===== config.mk =====
export PLATFORM = sky130hd
export DESIGN_NAME = core_ctrl_flat
export DESIGN_NICKNAME = d
export VERILOG_FILES = /design/src/rtl/core_pkg.sv /design/src/rtl/core_ctrl_if.sv /design/src/rtl/core_ctrl_wait_timer.sv /design/src/rtl/core_ctrl.sv /design/src/flat_wrapper.sv
export SDC_FILE = /design/constraint.sdc
export NUM_CORES = 1
export LEC_CHECK = 0
export CAP_MARGIN = 20
export CORE_UTILIZATION = 35
export CTS_BUF_LIST = sky130_fd_sc_hd__clkbuf_8
export DETAILED_ROUTE_END_ITERATION = 7
export HOLD_SLACK_MARGIN = 0.06
export PLACE_DENSITY = 0.65
export SLEW_MARGIN = 20
export SYNTH_ARGS = -nofsm -noshare
export SYNTH_HDL_FRONTEND = slang
export SYNTH_SLANG_ARGS = --single-unit

===== constraint.sdc =====
create_clock -name clk -period 9.7 [get_ports clk]
set_input_delay 1.94 -clock clk [delete_from_list [all_inputs] [get_ports clk]]
set_output_delay 1.94 -clock clk [all_outputs]
set_load 0.01 [all_outputs]

===== src/rtl/core_pkg.sv =====
// Shared types and constants for the multi-cycle RV32I sequencer.
package core_pkg;

  typedef enum logic [2:0] {
    ST_FETCH     = 3'd0,
    ST_DECODE    = 3'd1,
    ST_EXECUTE   = 3'd2,
    ST_MEM       = 3'd3,
    ST_WRITEBACK = 3'd4,
    ST_HALT      = 3'd5
  } ctrl_state_t;

  // addi x0, x0, 0 -- the instruction register holds this until the first fetch
  localparam logic [31:0] NOP_INSTR        = 32'h0000_0013;
  localparam logic [31:0] DEFAULT_RESET_PC = 32'h0000_0000;
  localparam int          TIMER_W          = 8;

endpackage


===== src/rtl/core_ctrl_if.sv =====
// Instruction- and data-memory request/ack handshake bundle.
interface core_ctrl_if;
  logic        imem_req;
  logic [31:0] imem_addr;
  logic        imem_ack;
  logic [31:0] imem_rdata;
  logic        dmem_req;
  logic        dmem_we;
  logic        dmem_ack;

  modport master (
    output imem_req, imem_addr, dmem_req, dmem_we,
    input  imem_ack, imem_rdata, dmem_ack
  );

  modport slave (
    input  imem_req, imem_addr, dmem_req, dmem_we,
    output imem_ack, imem_rdata, dmem_ack
  );
endinterface


===== src/rtl/core_ctrl_wait_timer.sv =====
// Memory wait counter: clears or increments, flags when the limit is reached.
module wait_timer
  import core_pkg::*;
#(
  parameter logic [TIMER_W-1:0] LIMIT = 8'd255
) (
  input  logic clk,
  input  logic rst,
  input  logic clr,
  input  logic inc,
  output logic tc
);

  logic [TIMER_W-1:0] count;

  // Count wait cycles; clear has priority so an ack restarts the budget
  always_ff @(posedge clk or posedge rst) begin
    if (rst) begin
      count <= '0;
    end else if (clr) begin
      count <= '0;
    end else if (inc) begin
      count <= count + 1'b1;
    end
  end

  assign tc = (count == LIMIT);

endmodule


===== src/rtl/core_ctrl.sv =====
// Multi-cycle sequencer: fetch, decode, execute, memory, writeback around the ALU.
module core_ctrl
  import core_pkg::*;
#(
  parameter logic [31:0] RESET_PC = DEFAULT_RESET_PC,
  parameter int unsigned TIMEOUT  = 255
) (
  input  logic               clk,
  input  logic               rst,
  core_ctrl_if.master        bus,
  output logic [31:0]        instr,
  input  logic               dec_is_load,
  input  logic               dec_is_store,
  input  logic               dec_wb_en,
  input  logic               dec_halt,
  input  logic               alu_pc_load,
  input  logic [31:0]        alu_new_pc,
  output logic               rf_we,
  output logic [31:0]        pc,
  output logic [31:0]        instret,
  output logic               halted,
  output logic               fault
);

  ctrl_state_t state, state_nxt;
  logic        in_wait;
  logic        ack_now;
  logic        tmo;
  logic        fault_set;

  // Only FETCH and MEM wait on memory; acks elsewhere are ignored
  assign in_wait = (state == ST_FETCH) || (state == ST_MEM);
  assign ack_now = ((state == ST_FETCH) && bus.imem_ack) ||
                   ((state == ST_MEM)   && bus.dmem_ack);

  // Cleared outside the wait states, so it is already zero on entry
  wait_timer #(
    .LIMIT (TIMER_W'(TIMEOUT))
  ) u_wait_timer (
    .clk (clk),
    .rst (rst),
    .clr (!in_wait || ack_now),
    .inc (in_wait && !ack_now),
    .tc  (tmo)
  );

  // State register
  always_ff @(posedge clk or posedge rst) begin
    if (rst) begin
      state <= ST_FETCH;
    end else begin
      state <= state_nxt;
    end
  end

  // Next-state decision and fault detection
  always_comb begin
    state_nxt = state;
    fault_set = 1'b0;
    case (state)
      ST_FETCH: begin
        if (bus.imem_ack) begin
          state_nxt = ST_DECODE;
        end else if (tmo) begin
          state_nxt = ST_HALT;
          fault_set = 1'b1;
        end
      end
      ST_DECODE:    state_nxt = dec_halt ? ST_HALT : ST_EXECUTE;
      ST_EXECUTE:   state_nxt = (dec_is_load || dec_is_store) ? ST_MEM : ST_WRITEBACK;
      ST_MEM: begin
        if (bus.dmem_ack) begin
          state_nxt = ST_WRITEBACK;
        end else if (tmo) begin
          state_nxt = ST_HALT;
          fault_set = 1'b1;
        end
      end
      ST_WRITEBACK: state_nxt = ST_FETCH;
      ST_HALT:      state_nxt = ST_HALT;
      default:      state_nxt = ST_HALT;
    endcase
  end

  // Requests and enables are gated by rst so they drop the moment reset rises
  assign bus.imem_req  = !rst && (state == ST_FETCH);
  assign bus.imem_addr = pc;
  assign bus.dmem_req  = !rst && (state == ST_MEM);
  assign bus.dmem_we   = !rst && (state == ST_MEM) && dec_is_store;
  assign rf_we         = !rst && (state == ST_WRITEBACK) && dec_wb_en && !dec_is_store;
  assign halted        = (state == ST_HALT);

  // Architectural state: instruction register, PC, retire count, sticky fault
  always_ff @(posedge clk or posedge rst) begin
    if (rst) begin
      pc      <= RESET_PC;
      instr   <= NOP_INSTR;
      instret <= '0;
      fault   <= 1'b0;
    end else begin
      if ((state == ST_FETCH) && bus.imem_ack) begin
        instr <= bus.imem_rdata;
      end
      if (state == ST_WRITEBACK) begin
        pc      <= alu_pc_load ? alu_new_pc : pc + 32'd1;
        instret <= instret + 32'd1;
      end
      if (fault_set) begin
        fault <= 1'b1;
      end
    end
  end

endmodule


===== src/flat_wrapper.sv =====
// flat-port wrapper written by rule: the top's interface ports become plain ports
module core_ctrl_flat import core_pkg::*;
#(
  parameter logic [31:0] RESET_PC = DEFAULT_RESET_PC,
  parameter int unsigned TIMEOUT  = 255
)
  (clk, rst, instr, dec_is_load, dec_is_store, dec_wb_en, dec_halt, alu_pc_load, alu_new_pc, rf_we, pc, instret, halted, fault, bus_imem_req, bus_imem_addr, bus_dmem_req, bus_dmem_we, bus_imem_ack, bus_imem_rdata, bus_dmem_ack);
  core_ctrl_if bus_i ();
  input  logic clk;
  input  logic rst;
  output logic [31:0] instr;
  input  logic dec_is_load;
  input  logic dec_is_store;
  input  logic dec_wb_en;
  input  logic dec_halt;
  input  logic alu_pc_load;
  input  logic [31:0] alu_new_pc;
  output logic rf_we;
  output logic [31:0] pc;
  output logic [31:0] instret;
  output logic halted;
  output logic fault;
  output wire logic [$bits(bus_i.imem_req)-1:0] bus_imem_req;
  output wire logic [$bits(bus_i.imem_addr)-1:0] bus_imem_addr;
  output wire logic [$bits(bus_i.dmem_req)-1:0] bus_dmem_req;
  output wire logic [$bits(bus_i.dmem_we)-1:0] bus_dmem_we;
  input wire logic [$bits(bus_i.imem_ack)-1:0] bus_imem_ack;
  input wire logic [$bits(bus_i.imem_rdata)-1:0] bus_imem_rdata;
  input wire logic [$bits(bus_i.dmem_ack)-1:0] bus_dmem_ack;
  assign bus_imem_req = bus_i.imem_req;
  assign bus_imem_addr = bus_i.imem_addr;
  assign bus_dmem_req = bus_i.dmem_req;
  assign bus_dmem_we = bus_i.dmem_we;
  assign bus_i.imem_ack = bus_imem_ack;
  assign bus_i.imem_rdata = bus_imem_rdata;
  assign bus_i.dmem_ack = bus_dmem_ack;
  core_ctrl #(.RESET_PC(RESET_PC), .TIMEOUT(TIMEOUT)) u_core (.clk(clk), .rst(rst), .bus(bus_i), .instr(instr), .dec_is_load(dec_is_load), .dec_is_store(dec_is_store), .dec_wb_en(dec_wb_en), .dec_halt(dec_halt), .alu_pc_load(alu_pc_load), .alu_new_pc(alu_new_pc), .rf_we(rf_we), .pc(pc), .instret(instret), .halted(halted), .fault(fault));
endmodule

; After elaboration in Yosys (flattened, before gate mapping)
; Index checks and enable logic that the tools add are counted.
[totals]
reg_bits = 108
inputBits = 73
out_inout_bits = 134
[classes]
addsub = 3
n_eq_ne = 6
mux = 13
reduce_logical = 19
[op_table]
columns = op, count
row1 = adder 32 x 1 -> 32 bit (second input constant), 2
row2 = two-way mux 32 bit, 1
row3 = two-way mux 8 bit, 2
row4 = two-way mux 3 bit, 5
row5 = case mux 3 bit (5 select lines), 1
row6 = logical AND 1 bit, 9
row7 = adder 8 x 1 -> 8 bit (second input constant), 1
row8 = == test 8 bit (second input constant), 1
row9 = == test 3 x 2 -> 1 bit (second input constant), 2
row10 = == test 3 bit (second input constant), 2
row11 = zero test 1 bit, 4
row12 = logical OR 1 bit, 4
row13 = == test 3 x 1 -> 1 bit (second input constant), 1
row14 = zero test 3 bit, 1
row15 = two-way mux 1 bit, 3
row16 = case mux 1 bit (2 select lines), 1
row17 = nonzero test 2 bit, 1

; Logic depth before layout (Yosys ltp)
[depth]
word_depth = 7
depth_mapped = 7
ltp_nobuf = 5

; Hierarchy
; From an unflattened synthesis, not the netlist that was laid out.
[hier_totals]
hier_cells = 555
hier_area_um2 = 5627.9
[by_module_without_submodules]
columns = module, n_inst, cells_each, area_each_um2, seq_area_each_um2
row1 = core_ctrl, 1, 515, 5236.3, 2506.2
row2 = wait_timer, 1, 40, 391.6, 200.2

; Worst setup path after synthesis
; No wires, ideal clock.
[synth_path]
kind = input port to output port
from = in rst
to = out bus_dmem_we
arrival_time_ps = 2494
setup_slack_ps = 5266
stages = 2
n_path_buf = 0
cell_sequence = nor3_1 > and2_1
[synth_via]
elab_chain_len = 3
[synth_lines]
columns = element, line_no
row1 = "start, declared", flat_wrapper.sv:10  ; input logic rst;
row2 = zero test 1 bit (no source line), -
row3 = logical AND 1 bit (2 in series), core_ctrl.sv:89  ; assign bus.dmem_we = !rst && (state == ST_MEM) && dec_is_store;
row4 = "end, declared", flat_wrapper.sv:26  ; output wire logic [$bits(bus_i.dmem_we)-1:0] bus_dmem_we;
; No other way between the ends.

; Worst setup path in the final report
; Ends and elaborated chain as after synthesis.

==> metrics <==
Netlist cell types 65; R2R cell count 5; setup TNS 0 ns; fin crit share 0.5473; WL per Instance 16.79 microns; overall routing resource usage 0.1924; vias in the first global route 4957; number of synthesized flops with an enable pin 0; outcome finished clean; unrepaired setup endpoints after global routing no; final WL 15.90 mm; Mapped Avg Cell Area 10.15 sq um; Mapped Area 5764 sq um; top cell type's share of synthesized area 0.4558; Die H 130.3 microns; Initial Util 0.3603; Critical Path Stages 4; Tmin final 5.309 ns; setup bufs post-CTS 0; Nets 802; TritonCTS clock tree done; DP Cell Count 931; crit-path most repeated cell clkdlybuf4s50_1; Main synth FF type dfrtp_1; clk_lat worst skew 0.38 ns; die width 130.3 microns; DP HPWL 11.36 mm; Critical path buffers and inverters 2; Max-Cap Viols 0; number of nets produced by synthesis 644; CTS root buf clkbuf_8; CP startpoint rst; Max Freq 0.1884 GHz; Max stage delay on crit path 0.52 ns; RePlAce Congestion 0.8333; worst vdd ir 0.1066 mV; Slew HR 0.3056; share of layout cells above drive strength 1 0.1012; die area 16990 sq um; Reg clk slew, reported paths 0.10 ns; Leak 0.003129 uW; worst r2r src u_core.bus.imem_addr[0]; CP max FO 4; routed vias/inst 5.358; CTS Buffer Depth 2; Worst setup EP type output pin; IO Count 207; slew at the pin closest to its max-slew limit 1.040 ns; top cell type by total area after synthesis dfrtp_1; Final setup viols 0; max-slew violations 0; multi-input logic area 2638 sq um; CP delay by family, top buffers and inverters; post-synthesis sequential area ratio 0.4695; P&R area growth vs syn 37.73%; post-cts sizing count 0; total number of yosys warnings 0; most frequent cells in the layout 205 x clkdlybuf4s50_1, 105 x dfrtp_1, 33 x nand2_1, 33 x nor2_1, 31 x mux2_2; initial DRC count 341; Hold Buf Count CTS 0; Final Non-Filler Cells 947; skew final 0.007741 ns; worst-path cell chain clkdlybuf4s50_1, nor3_1, and2_1, clkdlybuf4s50_1; initial antenna violation count 0; Slowest-stage cell, CP clkdlybuf4s50_1; Detail Route Antenna Nets 0; Final Hold Violating Endpoints 0; port bufs 206; Storage cell area 2706 sq um; commonest non-fill, non-tap cell in the layout clkdlybuf4s50_1; CP Class in -> out; DR pass1 iterations 4; reg2reg setup slack 7.29 ns; first-pass GRT wire length 25.55 mm; startpoint types input port; R2R Path End u_core.bus.imem_addr[28]; Hold Crit Class reg -> reg; routed via count 5074; CTS H-tree lvls 3; total CTS buffers 9; synth top area cells dfrtp_1 46%, mux2_2 6.1%, buf_4 4.3%, xnor2_1 4.1%, nand4_1 2.9%; Sinks on Clock Net 108; Worst Path Required 7.76 ns; core area 16000 sq um; Mapped Cells 568; Ant. Diodes 0; Setup crit end bus_dmem_we; # rows 46; flops & latches, synth 108; grt total ovfl 0; largest net degree at the start of global routing 69; pwr dens 251.9 nW/um^2; asr flop ratio synth 1.000; fill count 1496; Worst Path Arrival 3.37 ns; post-route DRC violation count 0
-- sequential cells by signal, indices dropped and copies added, names as in the netlist --
| register | cells |
|---|---|
| u_core.bus.imem_addr | 32 |
| u_core.instr | 32 |
| u_core.instret | 32 |
| u_core.u_wait_timer.count | 8 |
| u_core.state | 3 |
| u_core.fault | 1 |
-- kinds of logic (layout without fill, tap and decap cells) --
group / count (synthesis) / in the layout / synth area share
buffers and inverters: 76 / 239 / 0.07380
AO/OA/AOI/OAI: 103 / 103 / 0.1185
XOR/XNOR: 37 / 37 / 0.05622
AND/OR/NAND/NOR: 205 / 205 / 0.2060
flip-flops: 108 / 108 / 0.4695
adder cells (fa/ha/maj): 3 / 3 / 0.006513
multiplexers: 36 / 36 / 0.06946
-- synthesized netlist by cell type (2+ instances only) --
library cell / n
a211oi_1: 5
a21oi_1: 24
a22oi_1: 2
a2bb2oi_1: 2
a311oi_1: 7
a31o_2: 3
a31oi_1: 6
a32oi_1: 2
and2_1: 7
and3_1: 15
and4_1: 9
and4_2: 2
buf_2: 7
buf_4: 33
clkbuf_1: 22
dfrtp_1: 105
dfstp_2: 3
ha_1: 3
inv_1: 12
mux2_2: 31
mux2i_1: 4
nand2_1: 33
nand2b_1: 3
nand3_1: 25
nand4_1: 27
nand4_2: 2
nor2_1: 33
nor3_1: 16
nor3b_1: 2
nor4_1: 6
nor4_4: 2
nor4b_1: 3
o211ai_1: 5
o21ai_0: 22
o21bai_1: 3
o22a_1: 2
o22ai_1: 5
o311ai_1: 3
o31ai_1: 2
or3_1: 7
or4_1: 4
xnor2_1: 27
xor2_1: 10
-- layer usage --
metal,global-route usage,vias to the layer above,routed length (microns)
met5,0,-,0
met4,0.07505,0,287
met3,0.02624,18,1102
met2,0.3179,187,7789
met1,0.2557,2492,6721
li1,-,2377,-
-- cell type report --
cell class	count	share of cell area
flip-flops and latches	108	0.3409
inverters	12	0.005989
clock inverters	7	0.007407
clock buffers	9	0.01560
well taps	216	0.03404
repair buffers	211	0.2638
multi-input cells	384	0.3322
-- per-stage QoR --
step | worst slack [ns] | util | cell area (sq um) | hold WS, ns | total power (uW)
global route | 4.304 | 0.4962 | 7939 | 0.5111 | 2140
floorplan | 4.919 | - | 5764 | 0.4479 | 1283
global placement | 4.394 | 0.4848 | 7756 | 0.4619 | 1724
finish | 4.391 | 0.4962 | 7939 | 0.4800 | 2000
CTS | 4.394 | 0.4962 | 7939 | 0.4847 | 2023
detailed placement | 4.400 | 0.4848 | 7756 | 0.4647 | 1749
-- where the power goes --
part	internal, uW	total, uW	switching [uW]
clock	97.5	266	168
sequential	598	803	205
combinational	540	931	392
total	1240	2000	764
-- worst min path at each step --
stage	startpoint	end	slack [ns]	depth (start not counted)
after detailed placement	u_core.fault	u_core.fault	0.46	1
after floorplan	u_core.u_wait_timer.count[0]	u_core.u_wait_timer.count[0]	0.45	1
after global routing	u_core.instret[31]	u_core.instret[31]	0.51	1
final	u_core.instret[31]	u_core.instret[31]	0.48	1
after CTS	u_core.instret[31]	u_core.instret[31]	0.48	1
after global placement	u_core.instret[31]	u_core.instret[31]	0.46	1
-- worst reg2reg max path: stages, from the launching register on --
cell and delay (ns):
dfrtp_1 0.52, ha_1 0.32, nand4_2 0.28, nor4_4 0.69
a311oi_1 0.19, a311oi_1 0.31
Note: power is estimated with default switching activity, not from simulation.
==> patch, RTL diff (config.mk and constraints unchanged) <==
Make the reset (`rst`) synchronous in 3 clocked blocks.
--- a/src/rtl/core_ctrl_wait_timer.sv
+++ b/src/rtl/core_ctrl_wait_timer.sv
@@ -16,3 +16,3 @@
   // Count wait cycles; clear has priority so an ack restarts the budget
-  always_ff @(posedge clk or posedge rst) begin
+  always_ff @(posedge clk) begin
     if (rst) begin
--- a/src/rtl/core_ctrl.sv
+++ b/src/rtl/core_ctrl.sv
@@ -47,3 +47,3 @@
   // State register
-  always_ff @(posedge clk or posedge rst) begin
+  always_ff @(posedge clk) begin
     if (rst) begin
@@ -93,3 +93,3 @@
   // Architectural state: instruction register, PC, retire count, sticky fault
-  always_ff @(posedge clk or posedge rst) begin
+  always_ff @(posedge clk) begin
     if (rst) begin
Function: differs if rst is asserted again (counterexample within 4 cycles, from zero or initial values and one cycle with rst high); with rst held inactive, the same outputs for 10 cycles.
==> patch against the original RTL <==
  * Worst setup slack better by 0.10 ns
  * Cell area is 4.8% lower
  * Core utilization is 0.087 points higher
  * Wire length is 0.43% lower
  * Area after synthesis is 5.5% lower
  * Sequential cell count stayed put
  * Synthesized cell count is 22% higher
  * Cell count is 9.0% higher
  * Largest cell class is now multi-input gates
Power is not compared: it rests on default switching activity, and its combinational part moved more than twofold at a synthesized area within 25%.
==> patch: results (changes against the original RTL) <==
yosys:
  synth_adder_area_share_pct: 0.6889  # +0.038 points
  synth.distinct_cells: 61  # -6.2%
  syn-instance-count: 691  # +22%
  async_flop_share_pct: 0  # -100 points
  synth_seq_area_share_pct: 39.68  # -7.3 points
  synthMuxAreaShare_pct: 1.470  # -5.5 points
  yosys-top-cells-area: "dfxtp_1, nand2_1, a21oi_1"
  yosys-top-cells-count: "dfxtp_1, nand2_1, a21oi_1"
  synth_compound_area_share_pct: 15.66  # +3.8 points
  synth_xor_area_share_pct: 5.144  # -0.48 points
grt:
  grt.total_usage_pct: 19.66  # +0.41 points
  grt_max_degree: 85  # +23%
  grt_pass1_wl_um: 25520  # -0.13%
  use_met3_pct: 6.664  # +4.0 points
  use_met1_pct: 26.20  # +0.63 points
  grt_pass1_vias: 4945  # -0.24%
layout:
  drive_gt1_share_pct: 4.028  # -6.1 points
  final_nets: 915  # +14%
  final.fill_count: 1508  # +0.80%
worst_setup_path:
  slowest_delay_ns: 0.59  # +0.07 ns
  crit_fanout: 3  # -1
  reg2reg_depth: 6  # +1
placed_design:
  portBuffers: 206  # unchanged
  placed_area_um2: 7378  # -4.9%
  place_hpwl_um: 10510  # -7.5%
  place_congestion: 0.8076  # -3.1%
route:
  routed_wl_um: 15830  # -0.43%
  dr_wl_met2_um: 7026  # -9.8%
  wl_met3_um: 1324  # +20%
  dr_total_vias: 5411  # +6.6%
  first_iter_violations: 326  # -4.4%
  met1_length_um: 7322  # +8.9%
hold_path:
  min_path_cells: 2  # +1
  hold_path_class: "reg -> reg"
outcome:
  status: "finished clean"
timing:
  maxSlewHeadroom_pct: 36.83  # +6.3 points
  skew_ns: 0.009031  # +0.001290 ns
power_and_ir_drop:
  combPwrFrac_pct: 17.3
[patch: cell count changes after synthesis, sizes merged, moves of 9 or more]
cell | unedited run | this run
dfxtp | 0 | 108
nand3 | 25 | 35
and3 | 15 | 24
xnor2 | 27 | 15
nand2 | 33 | 104
mux2 | 32 | 0
a21oi | 24 | 64
dfrtp | 105 | 0
nor2 | 33 | 60
clkbuf | 22 | 39
[patch: area by class of cell]
type / instances / share of cell area (%)
timing repair buffer: 213 / 27.89
inverter: 6 / 0.2981
clock inverter: 6 / 0.5299
multi-input combinational: 501 / 37.74
tap: 188 / 3.113
sequential: 108 / 28.61
clock buffer: 10 / 1.821
[patch: path summary, 6_finish.rpt]
path	from	to	slack (ns)
worst max-delay path	dec_is_store	rf_we	4.49
worst min-delay path	u_core.instr[26]	u_core.instr[26]	0.46
worst max register to register	u_core.state[2]	u_core.instret[31]	6.83
worst min register to register	u_core.instr[26]	u_core.instr[26]	0.46
